`src/rtl/clock_display_scan.sv`:
```
// Time-multiplexed 6-digit common-anode 7-segment driver for the clock.
// Digits are snapshotted at each frame wrap; the set-mode digit blinks.
module clock_display_scan #(
  parameter int unsigned SCAN_DIV  = 100_000,
  parameter int unsigned BLINK_DIV = 25_000_000,
  parameter bit          LZ_BLANK  = 1'b0
) (
  input  logic       clk,
  input  logic       rst,
  input  logic [1:0] mode,
  input  logic [2:0] pos,
  input  logic [3:0] sec_ones,
  input  logic [2:0] sec_tens,
  input  logic [3:0] min_ones,
  input  logic [2:0] min_tens,
  input  logic [3:0] hour_ones,
  input  logic [1:0] hour_tens,
  output logic [7:0] an,
  output logic [6:0] seg,
  output logic       dp
);

  localparam int unsigned SW = (SCAN_DIV  > 2) ? $clog2(SCAN_DIV)  : 1;
  localparam int unsigned BW = (BLINK_DIV > 2) ? $clog2(BLINK_DIV) : 1;
  localparam logic [SW-1:0] SCAN_LAST  = SW'(SCAN_DIV - 1);
  localparam logic [BW-1:0] BLINK_LAST = BW'(BLINK_DIV - 1);
  localparam logic [1:0]    MODE_SET   = 2'b01;

  typedef enum logic [2:0] {
    IDX_S1  = 3'd0,
    IDX_S10 = 3'd1,
    IDX_M1  = 3'd2,
    IDX_M10 = 3'd3,
    IDX_H1  = 3'd4,
    IDX_H10 = 3'd5
  } idx_e;

  logic [SW-1:0] r_scan_cnt;
  logic [BW-1:0] r_blink_cnt;
  logic          r_phase;
  idx_e          r_idx;
  logic [3:0]    r_snap_s1, r_snap_m1, r_snap_h1;
  logic [2:0]    r_snap_s10, r_snap_m10;
  logic [1:0]    r_snap_h10;
  logic [7:0]    r_an;
  logic [6:0]    r_seg;
  logic          r_dp;

  logic       w_scan_tick;
  idx_e       w_idx_next;
  logic [3:0] w_digit;
  logic [7:0] w_an;
  logic [6:0] w_seg;
  logic       w_dp;
  logic [2:0] w_pos_idx;
  logic       w_blink_blank;
  logic       w_lz_blank;

  function automatic logic [6:0] seg_decode(input logic [3:0] v);
    case (v)
      4'd0:    seg_decode = 7'b1000000;
      4'd1:    seg_decode = 7'b1111001;
      4'd2:    seg_decode = 7'b0100100;
      4'd3:    seg_decode = 7'b0110000;
      4'd4:    seg_decode = 7'b0011001;
      4'd5:    seg_decode = 7'b0010010;
      4'd6:    seg_decode = 7'b0000010;
      4'd7:    seg_decode = 7'b1111000;
      4'd8:    seg_decode = 7'b0000000;
      4'd9:    seg_decode = 7'b0010000;
      default: seg_decode = 7'b1111111;
    endcase
  endfunction

  assign w_scan_tick = (r_scan_cnt == SCAN_LAST);

  always_comb begin
    w_idx_next = IDX_S1;
    w_digit    = '0;
    w_an       = '1;
    case (r_idx)
      IDX_S1:  begin w_idx_next = IDX_S10; w_digit = r_snap_s1;          w_an = 8'hFE; end
      IDX_S10: begin w_idx_next = IDX_M1;  w_digit = {1'b0, r_snap_s10}; w_an = 8'hFD; end
      IDX_M1:  begin w_idx_next = IDX_M10; w_digit = r_snap_m1;          w_an = 8'hFB; end
      IDX_M10: begin w_idx_next = IDX_H1;  w_digit = {1'b0, r_snap_m10}; w_an = 8'hF7; end
      IDX_H1:  begin w_idx_next = IDX_H10; w_digit = r_snap_h1;          w_an = 8'hEF; end
      IDX_H10: begin w_idx_next = IDX_S1;  w_digit = {2'b0, r_snap_h10}; w_an = 8'hDF; end
      default: begin w_idx_next = IDX_S1;  w_digit = '0;                 w_an = 8'hFF; end
    endcase
  end

  // pos counts digits left-to-right, idx counts right-to-left
  assign w_pos_idx     = 3'd6 - pos;
  assign w_blink_blank = (mode == MODE_SET) && r_phase && (pos != 3'd0) && (pos != 3'd7)
                         && (3'(r_idx) == w_pos_idx);
  assign w_lz_blank    = LZ_BLANK && (r_idx == IDX_H10) && (r_snap_h10 == 2'd0);
  assign w_seg         = (w_blink_blank || w_lz_blank) ? 7'h7F : seg_decode(w_digit);
  assign w_dp          = !((r_idx == IDX_M1) || (r_idx == IDX_H1));

  always_ff @(posedge clk) begin
    if (rst) begin
      r_scan_cnt  <= '0;
      r_idx       <= IDX_S1;
      r_blink_cnt <= '0;
      r_phase     <= 1'b0;
      r_snap_s1   <= '0;
      r_snap_s10  <= '0;
      r_snap_m1   <= '0;
      r_snap_m10  <= '0;
      r_snap_h1   <= '0;
      r_snap_h10  <= '0;
      r_an        <= '1;
      r_seg       <= '1;
      r_dp        <= 1'b1;
    end else begin
      if (w_scan_tick) begin
        r_scan_cnt <= '0;
        r_idx      <= w_idx_next;
        if (r_idx == IDX_H10) begin
          r_snap_s1  <= sec_ones;
          r_snap_s10 <= sec_tens;
          r_snap_m1  <= min_ones;
          r_snap_m10 <= min_tens;
          r_snap_h1  <= hour_ones;
          r_snap_h10 <= hour_tens;
        end
      end else begin
        r_scan_cnt <= r_scan_cnt + SW'(1);
      end
      // Held cleared outside set mode so entering set mode always starts visible
      if (mode != MODE_SET) begin
        r_blink_cnt <= '0;
        r_phase     <= 1'b0;
      end else if (r_blink_cnt == BLINK_LAST) begin
        r_blink_cnt <= '0;
        r_phase     <= ~r_phase;
      end else begin
        r_blink_cnt <= r_blink_cnt + BW'(1);
      end
      r_an  <= w_an;
      r_seg <= w_seg;
      r_dp  <= w_dp;
    end
  end

  assign an  = r_an;
  assign seg = r_seg;
  assign dp  = r_dp;

endmodule

```
`config.mk`:
```
export PLATFORM = sky130hd
export DESIGN_NAME = clock_display_scan
export DESIGN_NICKNAME = d
export VERILOG_FILES = /design/src/rtl/clock_display_scan.sv
export SDC_FILE = /design/constraint.sdc
export NUM_CORES = 1
export LEC_CHECK = 0
export ABC_AREA = 1
export CORE_MARGIN = 2
export CORE_UTILIZATION = 35
export DETAILED_ROUTE_END_ITERATION = 8
export SYNTH_ARGS = -nofsm -noshare
export SYNTH_HDL_FRONTEND = slang
export SYNTH_SLANG_ARGS = --single-unit
```
`constraint.sdc`:
```
create_clock -name clk -period 2.2 [get_ports clk]
set_clock_uncertainty 0.05 [all_clocks]
set_input_delay 0.22 -clock clk [delete_from_list [all_inputs] [get_ports clk]]
set_output_delay 0.22 -clock clk [all_outputs]
set_load 0.01 [all_outputs]
```
# Word level (Yosys, flattened, before mapping)
# Memory sizes are Yosys's and may differ from the RTL's. A register that Yosys moved wholly into a read port is not among the register bits.
# Index checks and enable logic that the tools add are counted.
[word_totals] reg_bits=75 latchBits=0 ramBits=0 romBits=112 inputBits=27 elab_cells=44 mem_count=1
[op_classes] addsub=3 mul=0 n_div=0 n_lt_le_gt_ge=0 n_eq_ne=11 shift=0 n_mux=3 bitwise_logic=1 n_reduce_logical=13
[mem_list] name="(name not given)" words=16 width=7 rd=1 rd_clocked_by_memory_dff=1 wr=0 line_no="60" source="case (v)"
[op_table] cell="$pmux 6 s6" count=1
[op_table] cell="$add 25x1->25 const B" count=1
[op_table] cell="$eq 25x25->1 const B" count=1
[op_table] cell="$pmux 4 s6" count=1
[op_table] cell="$add 17x1->17 const B" count=1
[op_table] cell="$eq 17x17->1 const B" count=1
[op_table] cell="$pmux 3 s5" count=1
[op_table] cell="$eq 3x2->1 const B" count=2
[op_table] cell="$eq 3x3->1 const B" count=2
[op_table] cell="$reduce_or 2->1" count=3
[op_table] cell="$logic_and 1x1->1" count=4
[op_table] cell="$eq 3x1->1 const B" count=1
[op_table] cell="$eq 3x3->1" count=1
[op_table] cell="$logic_not 3->1" count=1
[op_table] cell="$ne 3x3->1 const B" count=1
[op_table] cell="$reduce_bool 3->1" count=1
[op_table] cell="$reduce_or 3->1" count=1
[op_table] cell="$sub 3x3->3 const A" count=1
[op_table] cell="$eq 2x1->1 const B" count=1
[op_table] cell="$ne 2x1->1 const B" count=1
[op_table] cell="$reduce_and 2->1" count=1
[op_table] cell="$logic_not 1->1" count=1
[op_table] cell="$logic_or 1x1->1" count=1
[op_table] cell="$not 1->1" count=1

# Depth between registers and ports, before layout
[depth] ltp_word=6 depth_mapped=15

# Worst setup path after synthesis
# Ideal clock, no wire load.
[synth_path] path_kind="flip-flop to flip-flop" startpoint="reg r_idx[2]" endpoint="reg r_seg[3], in the netlist seg[3]" setup_time_ns=0.121 arrival_time_ns=1.604 t_required_ns=2.029 setup_slack_ns=0.425 path_stages_with_launch=15 path_buffers=2 synth_period_minus_slack_ns=1.775 path_cell_list="dfxtp_1 -> buf_4 -> inv_2 -> buf_4 -> nand4_1 -> nand2_1 -> nor2_1 -> nand2_1 -> nand2_2 -> inv_1 -> ha_1 -> inv_1 -> nand2_1 -> nand3_1 -> nand2_1"
[synth_between] elab_chain_len=3
[synth_lines] element="start, declared" line_no="41" source="idx_e r_idx;"
[synth_lines] element="start signal, assigned" line_no="118" source="r_idx <= w_idx_next;"
[synth_lines] element="branches (longest 3 deep; another with $pmux 4 s6)"
[synth_lines] element="end, declared" line_no="46" source="logic [6:0] r_seg;"
# Several ways; the timed one is not identified.
# A chain may end at the register's enable or synchronous reset.

# Final worst setup path
# Same ends and word-level chain as after synthesis.

==> impl_metrics.py <==
metrics = {
    "run_status": {
        "status": "completed",
    },
    "final_layout": {
        "antenna_cells": 0,
        "drive_gt1_share_pct": 7.57,
        "syn2layout_area_growth_pct": 22.4,
        "nNetsFinal": 670,
        "fin_cells": 777,
    },
    "clock_tree": {
        "cts_tree": "yes",
        "htreeDepth": 3,
        "holdBufCountCts": 0,
        "cts.repair.resized": 0,
        "cts.sinks": 80,
        "post_cts_buffers": 0,
        "clk_latency_ps": 340,
        "clk_pin_slew_ps": 60,
        "clock_tree.buffer_depth": 2,
        "cts_buffers": 9,
        "cts_root_buffer": "clkbuf_16",
    },
    "placement": {
        "place_inst": 761,
        "place_hpwl_mm": 6.99,
        "pre_cts_slack_ps": 177,
        "routabilityCongestion": 0.863,
        "port-buffer-count": 40,
    },
    "synth": {
        "synth_edf_count": 0,
        "netlist_instances": 586,
        "avgSynthCellArea_um2": 6.85,
        "yosysUniqueCellTypes": 35,
        "yosysTopAreaCell": "dfxtp_1",
        "ys_seq_area_share_pct": 39.9,
        "synth_top_area_share_pct": 39.9,
        "synthTopCellsByCount": "nand2_1, nor2_1, dfxtp_1, inv_1, nand3_1",
        "synthArstFlopShare_pct": 0,
        "yosys-top-cells-area": "dfxtp_1, nand2_1, nor2_1",
        "yosys_most_used_dff": "dfxtp_1",
        "netlist_area_mm2": 0.00401,
        "synth_most_common_cell": "nand2_1",
        "yosys_warnings": 0,
        "yosys_register_bits": 80,
    },
    "routing": {
        "drc": 0,
        "wl_mm": 9.14,
        "via_count": 3606,
        "viasPerCell": 4.64,
        "dr.pass1.iters": 4,
        "drt-initial-drc-count": 239,
        "ant_nets": 0,
        "wl_per_cell_um": 11.8,
    },
    "sta": {
        "fin_crit_sh_pct": 86.6,
        "fmax_mhz": 525,
        "fin_crit_ps": 1910,
        "slew_viol_final": 0,
        "rsz0062_at_grt": "false",
        "final-hold-violation-count": 0,
        "fin_ws_ps": 295,
        "setup-violations-final": 0,
        "tns_ps": 0,
    },
    "global_route": {
        "track_usage_pct": 15.4,
        "antenna_found_initial": 0,
        "grt_max_degree": 41,
        "grt_pass1_wl_mm": 15.5,
        "grt_overflow": 0,
        "grt_pass1_vias": 3444,
    },
    "power": {
        "ir_worst_vdd_v": 0.000517,
        "powerDensity_mw_per_mm2": 676,
        "leakage_nw": 2.06,
    },
    "setup_path": {
        "end_kind": "register",
        "ff2ff_path_depth": 11,
        "arrival_ps": 2090,
        "path_max_fanout": 15,
        "worst_ep_required_time_ps": 2390,
        "r2r_end": "seg[3]",
        "crit-reg2reg-launch": "r_idx[2]",
        "worstSetupPathType": "reg2reg",
        "rrSetupSlack_ps": 290,
        "startpoint_type": "register",
    },
    "min_path": {
        "min_to": "r_scan_cnt[0]",
        "hp-start": "r_scan_cnt[0]",
        "hp-class": "reg2reg",
        "holdPathStages": 1,
    },
    "floorplanning": {
        "die_w_um": 111,
        "die-area_mm2": 0.0123,
        "num_io_pins": 43,
        "initial_utilization_pct": 35.5,
        "row_count": 39,
        "die_h_um": 111,
        "core-area_mm2": 0.0113,
    },
    "run": {
        "cap_violations": 0,
    },
}
## through the flow
step                area, um^2  utilization (%)  hold slack, ps  total power, mW
CTS                       4910             43.4             398             3.36
finish                    4910             43.4             394             3.32
detailed placement        4560             40.3             385             1.63
global route              4910             43.4             419             3.43
global placement          4560             40.3             381             1.62
floorplan                 4020                -             272             1.55
## how the worst max path moves through the flow
stage	depth (start not counted)	end	from
floorplan	14	seg[3]	r_idx[2]
global placement	10	seg[3]	r_idx[0]
detailed placement	12	seg[3]	r_idx[2]
CTS	12	seg[3]	r_idx[2]
global route	12	seg[0]	r_idx[1]
finish	11	seg[3]	r_idx[2]
## state kept, by name (all words and copies together), names as in the netlist
register,count
r_blink_cnt,25
r_snap_m10,3
dp,1
seg,7
r_idx,3
an,6
r_scan_cnt,17
r_snap_s1,4
r_phase,1
r_snap_m1,4
r_snap_h1,4
r_snap_h10,2
r_snap_s10,3
## layer usage
layer	share of wire [%]	vias to the layer above	GRT usage [%]	routed length (um)
li1	-	1914	-	-
met3	4.5	10	4.76	413
met1	47	1610	18.8	4280
met2	47	72	26.3	4340
met5	0	-	0	0
met4	1.2	0	4.36	112
## worst max-delay path, cell delays in order (launching register included)
cell and delay, ps:
dfxtp_2 390, inv_2 220, nand3_2 180, o21ai_0 170
inv_1 60, nand2_1 90, nand2_1 120, ha_1 300
inv_1 50, nand2_1 60, nand3_1 70, nand2_1 50
## report_power, final
part / switching [mW] / total, mW / internal (mW)
clock: 0.619 / 1.73 / 1.11
combinational: 0.0538 / 0.126 / 0.0724
sequential: 0.00540 / 1.47 / 1.46
total: 0.679 / 3.32 / 2.64
## layout make-up
class                      count  area (um^2)
timing repair buffer          46          458
fill                        1174         6410
clock buffer                   9          225
sequential                    80         1600
inverter                      82          308
clock inverter                 7          120
multi-input combinational    410         2020
tap                          143          179
## logic make-up after synthesis
| logic type | after synthesis | share of synthesized area (%) |
|---|---|---|
| AND/OR/NAND/NOR | 340 | 36.6 |
| other | 1 | 0.0934 |
| AO/OA/AOI/OAI | 36 | 5.18 |
| flip-flops | 80 | 39.9 |
| XOR/XNOR | 18 | 3.93 |
| buffers and inverters | 97 | 9.91 |
| adder cells (fa/ha/maj) | 14 | 4.36 |
## layout by cell type, fill, tap and decap left out, types with 2 or more instances in the layout
cell,count
nand2_1,144
nor2_1,94
dfxtp_1,78
inv_1,75
nand3_1,42
clkdlybuf4s50_1,40
nor3_1,22
a21oi_1,20
nand4_1,16
ha_1,14
xor2_1,11
clkbuf_16,9
o21ai_0,7
xnor2_1,7
inv_2,6
nor2_2,6
buf_4,5
nand2_2,4
nor3b_1,3
bufinv_16,3
o21ai_1,2
nand3b_1,2
o21ai_2,2
or2_2,2
conb_1,2
clkinv_4,2
dfxtp_2,2
(Power assumes the default switching activity.)
==> RTL edit, RTL diff (same settings) <==
The parameter `BLINK_DIV` goes from 25_000_000 to 12_500_000.
--- a/src/rtl/clock_display_scan.sv
+++ b/src/rtl/clock_display_scan.sv
@@ -4,3 +4,3 @@
   parameter int unsigned SCAN_DIV  = 100_000,
-  parameter int unsigned BLINK_DIV = 25_000_000,
+  parameter int unsigned BLINK_DIV = 12_500_000,
   parameter bit          LZ_BLANK  = 1'b0
Formal check against the unedited RTL: no difference found for any inputs over 10 cycles, from zero or initial values and one cycle with rst high; that may be too few to reach the edited logic, so the function may still have changed.
==> RTL edit against the original RTL <==
  * Core utilization down 0.51 points
  * Synthesized area increased by 1.3%
  * Highest routed layer unchanged
  * Sequential cell count down 1
  * Critical endpoint is now r_blink_cnt[13]$_SDFF_PP0_
  * Worst setup slack lost 39 ps
  * Clock power fell by 16%
  * Largest cell class unchanged
  * Final area fell by 0.74%
  * Power is 9.2% lower
  * First-iteration DRC count shrank 38%
  * Global-route usage decreased by 0.11 points
  * Wire length decreased by 2.7%
  * Count of clock-buffer cells in the layout increased by 2
==> RTL edit: results (changes against the original RTL) <==
stage;metric;value;unit;change
critical_path;crit-path max FO;22;;was 15
grt;antenna violations before repair;0;;unchanged
critical_path;R2R Path End;r_blink_cnt[13]$_SDFF_PP0_;;was seg[3]$_SDFF_PP1_
critical_path;Reg2Reg Depth;8;;was 11
place;Placement Cell Area;4580;sq um;was 4560 sq um
synth;Synth Warn #;0;;unchanged
critical_path;crit-path max cell delay;370;ps;was 390 ps
routing;1st-iter DRT viols;148;;was 239
final_layout;Largest register FFs;24;;was 25
grt;vias in the first global route;3445;;was 3,444
grt;pin count of the biggest net entering global routing;23;;was 41
synth;Area contributors post-synth;dfxtp_1, nand2_1, nor2_1, inv_1, nor3_1;;was dfxtp_1, nand2_1, nor2_1, inv_1, nand3_1
synth;Distinct cells, synth;41;;was 35
synth;Post-synth top cells;nand2_1, dfxtp_1, nor2_1, inv_1, nor3_1;;was nand2_1, nor2_1, dfxtp_1, inv_1, nand3_1
outcome;outcome;finished, final reports clean;;unchanged
final_layout;fillers;1156;;was 1,174
place;Cells after DPL;722;;was 761
power;Lkg Pwr;0.00194;uW;was 0.00206 uW
synth;Synth Instances;547;;was 586
final_layout;layout cells sized above 1;10.3;%;was 7.57%
final_layout;Nets;631;;was 670
power;sw power;608;uW;was 679 uW
routing;Avg WL per Cell;12.1;um;was 11.8 um
timing;Min Hold Slack;397;ps;was 394 ps
place;gpl congestion;0.917;;was 0.863
critical_path;reg-to-reg setup timing slack;260;ps;was 290 ps
grt;Tot GR Track Use;15.3;%;was 15.4%
grt;global-route wire length before repair;15700;um;was 15,500 um
place;DP Worst Slack;201;ps;was 177 ps
critical_path;CP max-delay cell;dfxtp_1;;was dfxtp_2
min_path;Hold Path Cell Cnt;1;;unchanged
routing;Via density;4.79;;was 4.64
synth;Seq/Total Area, Yosys;38.9;%;was 39.9%
critical_path;r2r startpoint;r_blink_cnt[0]$_SDFF_PP0_;;was r_idx[2]$_SDFFE_PP0N_
==> RTL edit: cell types whose count changed in the layout (fill, tap and decap cells not counted), moves of 4 or more <==
cell | unedited run | this run
nand3_1 | 42 | 35
o21ai_1 | 2 | 6
inv_1 | 75 | 57
nor3_1 | 22 | 38
nor2_1 | 94 | 68
nand2_1 | 144 | 103
nand3_2 | 1 | 5
o21ai_0 | 7 | 24
nor2_4 | 1 | 5
==> RTL edit: cell families (layout without fill, tap and decap cells) <==
kind of cell	Yosys count	after routing	synth area share (%)
AO/OA/AOI/OAI	59	59	7.76
buffers and inverters	82	127	9.57
other	1	2	0.0922
flip-flops	79	79	38.9
AND/OR/NAND/NOR	296	296	35.9
XOR/XNOR	16	16	3.45
adder cells (fa/ha/maj)	14	14	4.31
==> RTL edit: worst max path at each step <==
| stage | startpoint | to | slack (ps) | depth (start not counted) |
|---|---|---|---|---|
| finish | r_blink_cnt[0]$_SDFF_PP0_ | r_blink_cnt[13]$_SDFF_PP0_ | 260 | 8 |
| global route | r_blink_cnt[0]$_SDFF_PP0_ | r_blink_cnt[13]$_SDFF_PP0_ | 40 | 8 |
| CTS | r_idx[0]$_SDFFE_PP0N_ | seg[3]$_SDFF_PP1_ | 190 | 12 |
| detailed placement | pos[0] | seg[6]$_SDFF_PP1_ | 200 | 8 |
| global placement | pos[0] | seg[6]$_SDFF_PP1_ | 210 | 8 |
| floorplan | r_idx[2]$_SDFFE_PP0N_ | seg[3]$_SDFF_PP1_ | 390 | 14 |
==> RTL edit: cell type report <==
cell class,count,area (sq um),share of cell area (%)
Clock buffer,11,243,4.98
Clock inverter,3,45.0,0.924
Inverter,65,251,5.16
Multi-Input combinational cell,387,2100,43.1
Sequential cell,79,1580,32.4
Tap cell,143,179,3.67
Timing Repair Buffer,48,473,9.70
==> RTL edit: timing repair <==
item | 4_1_cts | 5_1_grt
endpoints found under the setup margin | 0 | 1
buffers inserted | 0 | 0
gates resized for setup | 0 | 1
==> RTL edit: routing by layer <==
layer  global-route usage [%]  vias up  share of wire, %
met5                        0        -                 0
met4                     5.60        0               2.2
met3                     3.92       18               3.3
met2                     25.8       45                48
met1                     18.9     1603                47
li1                         -     1856                 -
==> RTL edit: power by group through the flow <==
stage | logic, uW | clock network [uW] | registers [uW]
global route | 134 | 1540 | 1450
finish | 121 | 1450 | 1450
global placement | 120 | 0 | 1480
detailed placement | 122 | 0 | 1480
floorplan | 47.9 | 0 | 1480
CTS | 123 | 1490 | 1450
==> RTL edit: worst register-to-register path, stage by stage (launching register included) <==
cell and delay, ps:
dfxtp_1 370, ha_1 230, nand2_1 100, inv_1 90
nand2_1 90, nor3_2 300, nand2_2 120, nand2_2 370
nor3_1 100
